[config.mk]
export PLATFORM = sky130hd
export DESIGN_NAME = layered_objects_mux
export DESIGN_NICKNAME = d
export VERILOG_FILES = /design/src/rtl/layered_objects_mux.sv
export SDC_FILE = /design/constraint.sdc
export NUM_CORES = 1
export LEC_CHECK = 0
export BUFFER_PORTS_ARGS = -buffer_cell sky130_fd_sc_hd__buf_4
export CORE_ASPECT_RATIO = 1.1
export CORE_MARGIN = 2
export CORE_UTILIZATION = 26
export DETAILED_ROUTE_END_ITERATION = 10
export GPL_TIMING_DRIVEN = 1
export HOLD_SLACK_MARGIN = 0.08
export PLACE_DENSITY = 0.61
export SYNTH_ARGS = -nofsm -noshare
export SYNTH_HDL_FRONTEND = slang
export SYNTH_SLANG_ARGS = --single-unit
[constraint.sdc]
create_clock -name clk -period 2.45 [get_ports clk]
set_clock_uncertainty 0.1 [all_clocks]
set_input_delay 0.1225 -clock clk [delete_from_list [all_inputs] [get_ports clk]]
set_output_delay 0.1225 -clock clk [all_outputs]
set_load 0.02 [all_outputs]
[src/rtl/layered_objects_mux.sv]
// layered_objects_mux
//   Priority mux for a stack of RGB332 object layers on top of a background,
//   followed by colour expansion to OUT_W bits per channel, plus a per-layer
//   collision detector against layer 0 with per-frame capture.
//
// Ports
//   clk, resetN                 clock, asynchronous active-low reset
//   layerRGB[NUM_LAYERS*8]      RGB332 per layer, layer i in bits [8i+7:8i]
//   layerDrawingRequest[N]      per-layer "pixel drawn here"
//   layerEnable[N]              per-layer enable mask (applies same cycle)
//   backGroundRGB[8]            RGB332 colour used when no layer wins
//   blank                       high outside the active video area
//   startOfFrame                one-cycle pulse at frame start
//   redOut/greenOut/blueOut     expanded colour, 2-clock latency
//   drawingLayer                winning layer index (NUM_LAYERS = background)
//   collisionLive               sticky collisions in the current frame
//   collisionFrame              collisions captured at the last frame start
//   collisionIrq                one-cycle pulse when a captured vector is nonzero
module layered_objects_mux #(
  parameter int          NUM_LAYERS  = 4,
  parameter int          OUT_W       = 8,
  parameter logic [7:0]  TRANSPARENT = 8'hFF,
  localparam int         IW          = $clog2(NUM_LAYERS + 1)
) (
  input  logic                    clk,
  input  logic                    resetN,
  input  logic [NUM_LAYERS*8-1:0] layerRGB,
  input  logic [NUM_LAYERS-1:0]   layerDrawingRequest,
  input  logic [NUM_LAYERS-1:0]   layerEnable,
  input  logic [7:0]              backGroundRGB,
  input  logic                    blank,
  input  logic                    startOfFrame,
  output logic [OUT_W-1:0]        redOut,
  output logic [OUT_W-1:0]        greenOut,
  output logic [OUT_W-1:0]        blueOut,
  output logic [IW-1:0]           drawingLayer,
  output logic [NUM_LAYERS-1:0]   collisionLive,
  output logic [NUM_LAYERS-1:0]   collisionFrame,
  output logic                    collisionIrq
);

  // MSB-align the n source bits, then replicate the source LSB downward.
  // When OUT_W < n the loop simply stops early, dropping source LSBs.
  function automatic logic [OUT_W-1:0] expand(input logic [2:0] src, input int n);
    logic [OUT_W-1:0] r;
    int               j;
    r = '0;
    for (int k = 0; k < OUT_W; k++) begin
      if (k < n) j = n - 1 - k;
      else       j = 0;
      r[OUT_W-1-k] = src[j[1:0]];
    end
    return r;
  endfunction

  logic [NUM_LAYERS-1:0] eff;
  logic [NUM_LAYERS-1:0] hit;
  logic [NUM_LAYERS-2:0] hit_hi;
  logic [7:0]            sel_rgb;
  logic [IW-1:0]         sel_idx;

  always_comb begin
    for (int i = 0; i < NUM_LAYERS; i++)
      eff[i] = layerDrawingRequest[i] & layerEnable[i] &
               (layerRGB[8*i +: 8] != TRANSPARENT);
  end

  // Walk from the top index down so the lowest drawing index wins.
  always_comb begin
    sel_rgb = backGroundRGB;
    sel_idx = IW'(NUM_LAYERS);
    for (int i = NUM_LAYERS - 1; i >= 0; i--) begin
      if (eff[i]) begin
        sel_rgb = layerRGB[8*i +: 8];
        sel_idx = IW'(i);
      end
    end
  end

  // Layer 0 is the reference object; bit 0 flags "layer 0 hit anything".
  assign hit_hi = eff[NUM_LAYERS-1:1] & {(NUM_LAYERS-1){eff[0] & ~blank}};
  assign hit    = {hit_hi, |hit_hi};

  // Stage 1: selection
  logic [7:0]    rgb1_q;
  logic [IW-1:0] idx1_q;
  logic          blank1_q;

  // Stage 2: expanded colour
  logic [OUT_W-1:0] red_q, green_q, blue_q;
  logic [IW-1:0]    idx2_q;

  // The index registers reset to the background index so drawingLayer keeps
  // reporting "background" while reset-time contents drain out.
  always_ff @(posedge clk or negedge resetN) begin
    if (!resetN) begin
      rgb1_q   <= '0;
      idx1_q   <= IW'(NUM_LAYERS);
      blank1_q <= 1'b0;
      red_q    <= '0;
      green_q  <= '0;
      blue_q   <= '0;
      idx2_q   <= IW'(NUM_LAYERS);
    end else begin
      rgb1_q   <= sel_rgb;
      idx1_q   <= sel_idx;
      blank1_q <= blank;
      red_q    <= blank1_q ? '0 : expand(rgb1_q[7:5], 3);
      green_q  <= blank1_q ? '0 : expand(rgb1_q[4:2], 3);
      blue_q   <= blank1_q ? '0 : expand({1'b0, rgb1_q[1:0]}, 2);
      idx2_q   <= idx1_q;
    end
  end

  assign redOut       = red_q;
  assign greenOut     = green_q;
  assign blueOut      = blue_q;
  assign drawingLayer = idx2_q;

  // Collision tracking
  logic [NUM_LAYERS-1:0] live_q, live_d, frame_q, frame_d, cap;
  logic                  irq_q, irq_d;

  // The frame-start cycle's own hits go into the captured vector, not the
  // new frame's live vector.
  always_comb begin
    cap     = live_q | hit;
    live_d  = startOfFrame ? '0 : cap;
    frame_d = startOfFrame ? cap : frame_q;
    irq_d   = startOfFrame & (|cap);
  end

  always_ff @(posedge clk or negedge resetN) begin
    if (!resetN) begin
      live_q  <= '0;
      frame_q <= '0;
      irq_q   <= 1'b0;
    end else begin
      live_q  <= live_d;
      frame_q <= frame_d;
      irq_q   <= irq_d;
    end
  end

  assign collisionLive  = live_q;
  assign collisionFrame = frame_q;
  assign collisionIrq   = irq_q;

endmodule
; Yosys cells after proc, flatten, opt, wreduce, memory -nomap -nowiden
; Index checks and enable logic that the tools add are counted.
[classes]
addsub = 0
mul = 0
div_mod_pow = 0
n_lt_le_gt_ge = 0
eq_ne = 4
n_shift = 0
muxes = 12
bitwise = 13
n_reduce_logical = 2
[ops]
columns = operator, n
row1 = $mux 8, 7
row2 = $ne 8x8->1 const B, 4
row3 = $mux 3, 4
row4 = $and 1x1->1, 10
row5 = $mux 4, 1
row6 = $or 4x4->4, 1
row7 = $reduce_or 4->1, 1
row8 = $and 3x3->3, 1
row9 = $reduce_or 3->1, 1
row10 = $not 1->1, 1
[word_totals]
regBits = 48
latchBits = 0
ram_bits = 0
rom_bits = 0
elab_cells = 41
mem_count = 0

; Longest topological paths before layout
[logic_depth]
word_depth = 8
ltp_mapped = 6
mapped_depth_nobuf = 5

; Worst setup path after synthesis
; Ideal clock, no wire load.
[synth_timing]
path_type = input port to flip-flop
startpoint = input layerRGB[30]
endpoint = register rgb1_q[3]
setup_time_ns = 0.127
t_arrival_ns = 1.115
required_ns = 2.223
slack_ns = 1.108
stages = 5
cell_sequence = nand4_2 > o211ai_4 > mux2i_1 > a211oi_1 > a221o_2
[synth_via]
elab_chain_cells = 6
[synth_lines]
columns = element, line_no
row1 = "start, declared", 27  ; input logic [NUM_LAYERS*8-1:0] layerRGB,
row2 = $ne 8x8->1, 65  ; (layerRGB[8*i +: 8] != TRANSPARENT);
row3 = $and 1x1->1, 64  ; eff[i] = layerDrawingRequest[i] & layerEnable[i] &
row4 = $mux 8 (4 in a row), 73  ; if (eff[i]) begin
row5 = named net sel_rgb[3], 59  ; logic [7:0] sel_rgb;
row6 = "end signal, assigned", 105  ; rgb1_q <= sel_rgb;
row7 = "end, declared", 85  ; logic [7:0] rgb1_q;
; The timed path passes the listed nets, and every way through them passes these cells.
; A chain may end at the register's enable or synchronous reset.

; Final worst setup path
[layout_timing]
startpoint = input layerRGB[2]
endpoint = register rgb1_q[3]
[layout_via]
elab_chain_cells = 3
[layout_lines]
columns = element, line_no
row1 = $ne 8x8->1, 65
row2 = $and 1x1->1, 64
row3 = $mux 8, 73
row4 = named net sel_rgb[3], 59
; The timed path passes the listed nets, and every way through them passes these cells.

==> results.ini <==
[timing]
fmax_mhz = 429.5
timing.setup.tns_ps = 0
maxSlewViolCount = 0
rsz0062_at_grt = false
max_slew_margin_pct = 72.88
worst_slack_ps = 121.8
hold_viol_final = 0
post-route-min-period_ps = 2328
worst_slew_pin_slew_ps = 406.8
finalSetupViolations = 0
min_period_over_period_pct = 95.03

[logic_synthesis]
synth_seq_area_share_pct = 50.75
ys_seq_elements = 32
netlist_instances = 143
synth_nets = 195
yosysWarnings = 0
yosysUniqueCellTypes = 33
syn_avg_cell_area_sq_um = 11.07
syn_area_sq_mm = 0.001583

[setup_path]
reg2reg_slack_ps = 1420
cp_data_required_time_ps = 2520
cp.arrival_ps = 2400
cp_max_fo = 11
path_class = primary input to flop
start_kind = primary input
end_kind = flop

[placement]
io_buffers = 87
gp_congestion = 0.8258
hpwlAfterDp_um = 3599
pre_cts_slack_ps = 855.4
dpl-instance-area_sq_mm = 0.002183

[global_routing]
grt_remaining_overflow = 0
grt_pass1_wl_um = 7258
grt_antenna_before_repair = 0
grt_max_degree = 33
track_usage_pct = 13.87
grt_pass1_vias = 1552

[finish]
fin_area_sq_mm = 0.002500
final_net_count = 289
drive_above_1_share_pct = 47.06
syn2layout_area_growth_pct = 57.94
fin_util_pct = 42.79
antenna_cells = 0
fillCellCount = 576

[route]
wl_per_cell_um = 14.57
dr_total_vias = 1465
postRouteAntennaNets = 0
routed_wl_um = 4588
drc_errors = 0
drtIter0Drc = 51
vias_per_cell = 4.651
first_pass_iters = 4

[run]
cap_violations = 0

[floorplan]
coreArea_sq_mm = 0.005842
ioPinCount = 88
initial_core_util_pct = 27.09
dieArea_sq_mm = 0.006728
placementRows = 29
die_w_um = 78.39
die_h_um = 85.83

[cts]
clkSlewWorstSetupHoldPaths_ps = 70
cts_tree = built
cts_buffer_depth = 2
numCtsBuffers = 5
htree_levels = 2
clock-sinks = 32
clk_latency_ps = 280
cts_root_buffer = clkbuf_8

[worst_hold_path]
hold_class = primary input to flop

[status]
status = finished, final reports clean

[power]
peakVddDrop_v = 0.0003708
cellPowerDensity_mw_per_mm2 = 607.8
p_leak_nw = 1.209

[layout by cell type, fill, tap and decap left out, drive strengths merged, types with 2 or more instances in the layout]
master / instances
buf: 87
dfrtp: 30
dlygate4sd3: 19
nor2: 18
a21oi: 12
nor2b: 8
nand4: 8
clkbuf: 7
a221o: 7
nand2: 6
nand3: 5
mux2i: 4
a211oi: 4
a41oi: 4
o21ai: 3
dfstp: 2
o211ai: 2
o211a: 2
[worst max-delay path: stages]
cell and delay (ps):
dlygate4sd3_1 550, buf_4 140, nand4_1 140, o211a_2 350, nor2_1 160, a221o_2 360
dlygate4sd3_1 570
[metal layers]
layer,vias up,wire [um],GRT usage [%]
met4,0,26,2.871
met1,686,1842,16.73
met5,-,0,0
li1,706,-,-
met2,69,2389,24.76
met3,4,329,3.895
[where the power goes]
group	internal (W)	switching (W)	leakage [nW]
combinational	0.000188	0.000176	0.743
sequential	0.000575	0.0000210	0.401
clock	0.000359	0.000200	0.0645
[flip-flops by register name (all words and copies together), names as in the netlist]
signal          flops
blank1_q            1
blueOut             2
collisionFrame      4
collisionIrq        1
collisionLive       4
drawingLayer        3
greenOut            3
idx1_q              3
redOut              3
rgb1_q              8
[logic make-up after synthesis]
logic type             Yosys count  synth area share (%)
AO/OA/AOI/OAI                   39                 20.79
buffers and inverters           20                 9.644
flip-flops                      32                 50.75
multiplexers                     4                 2.530
AND/OR/NAND/NOR                 48                 16.28
[timing repair]
action                                  CTS  global route
setup buffers                             0             0
hold endpoints to repair                 50             0
endpoints found under the setup margin    0             4
resized for setup                         0             1
hold buffers                             19             0
[Yosys cell counts, drive strengths merged]
cell | n | share of area (%)
dfrtp | 30 | 47
nor2 | 18 | 4.4
buf | 17 | 8.3
a21oi | 12 | 4.0
nand4 | 8 | 4.0
nor2b | 8 | 3.2
a221o | 7 | 4.7
nand2 | 6 | 1.4
nand3 | 5 | 1.6
a211oi | 4 | 1.9
a41oi | 4 | 2.2
mux2i | 4 | 2.5
o21ai | 3 | 0.95
clkbuf | 2 | 1.1
dfstp | 2 | 3.3
o211a | 2 | 1.3
o211ai | 2 | 2.1
a22oi | 1 | 0.47
a311o | 1 | 0.63
a41o | 1 | 1.3
and2 | 1 | 0.40
and4 | 1 | 0.71
inv | 1 | 0.24
nor3 | 1 | 0.63
o21ba | 1 | 0.63
o21bai | 1 | 0.47
[path summary, 6_finish.rpt]
| check | cells after the start | end | startpoint |
|---|---|---|---|
| min in group asynchronous | 2 | rgb1_q[6] | resetN |
| setup reg to reg | 2 | collisionIrq | collisionLive[1] |
| hold reg to reg | 0 | drawingLayer[0] | idx1_q[0] |
| max in group asynchronous | 2 | drawingLayer[2] | resetN |
| setup / recovery | 7 | rgb1_q[3] | layerRGB[2] |
| hold / removal | 3 | idx1_q[1] | layerDrawingRequest[3] |
[through the flow]
| stage | power [W] | hold WS, ps | instances |
|---|---|---|---|
| after global placement | 0.0009324 | -13.27 | 288 |
| after floorplan | 0.0007848 | -273.1 | 143 |
| after detailed placement | 0.0009356 | -12.20 | 288 |
| after CTS | 0.001531 | 146.2 | 315 |
| after global routing | 0.001583 | 158.0 | 315 |
| final | 0.001519 | 146.4 | 315 |
[cell type report]
| type | instances | area, sq um | area share [%] |
|---|---|---|---|
| clock buffers | 7 | 96.34 | 3.854 |
| clock inverters | 1 | 30.03 | 1.201 |
| inverters | 1 | 3.754 | 0.1502 |
| multi-input cells | 91 | 626.9 | 25.08 |
| flip-flops and latches | 32 | 803.3 | 32.13 |
| well taps | 77 | 96.34 | 3.854 |
| repair buffers | 106 | 843.3 | 33.73 |
Note: power is estimated with default switching activity, not from simulation.
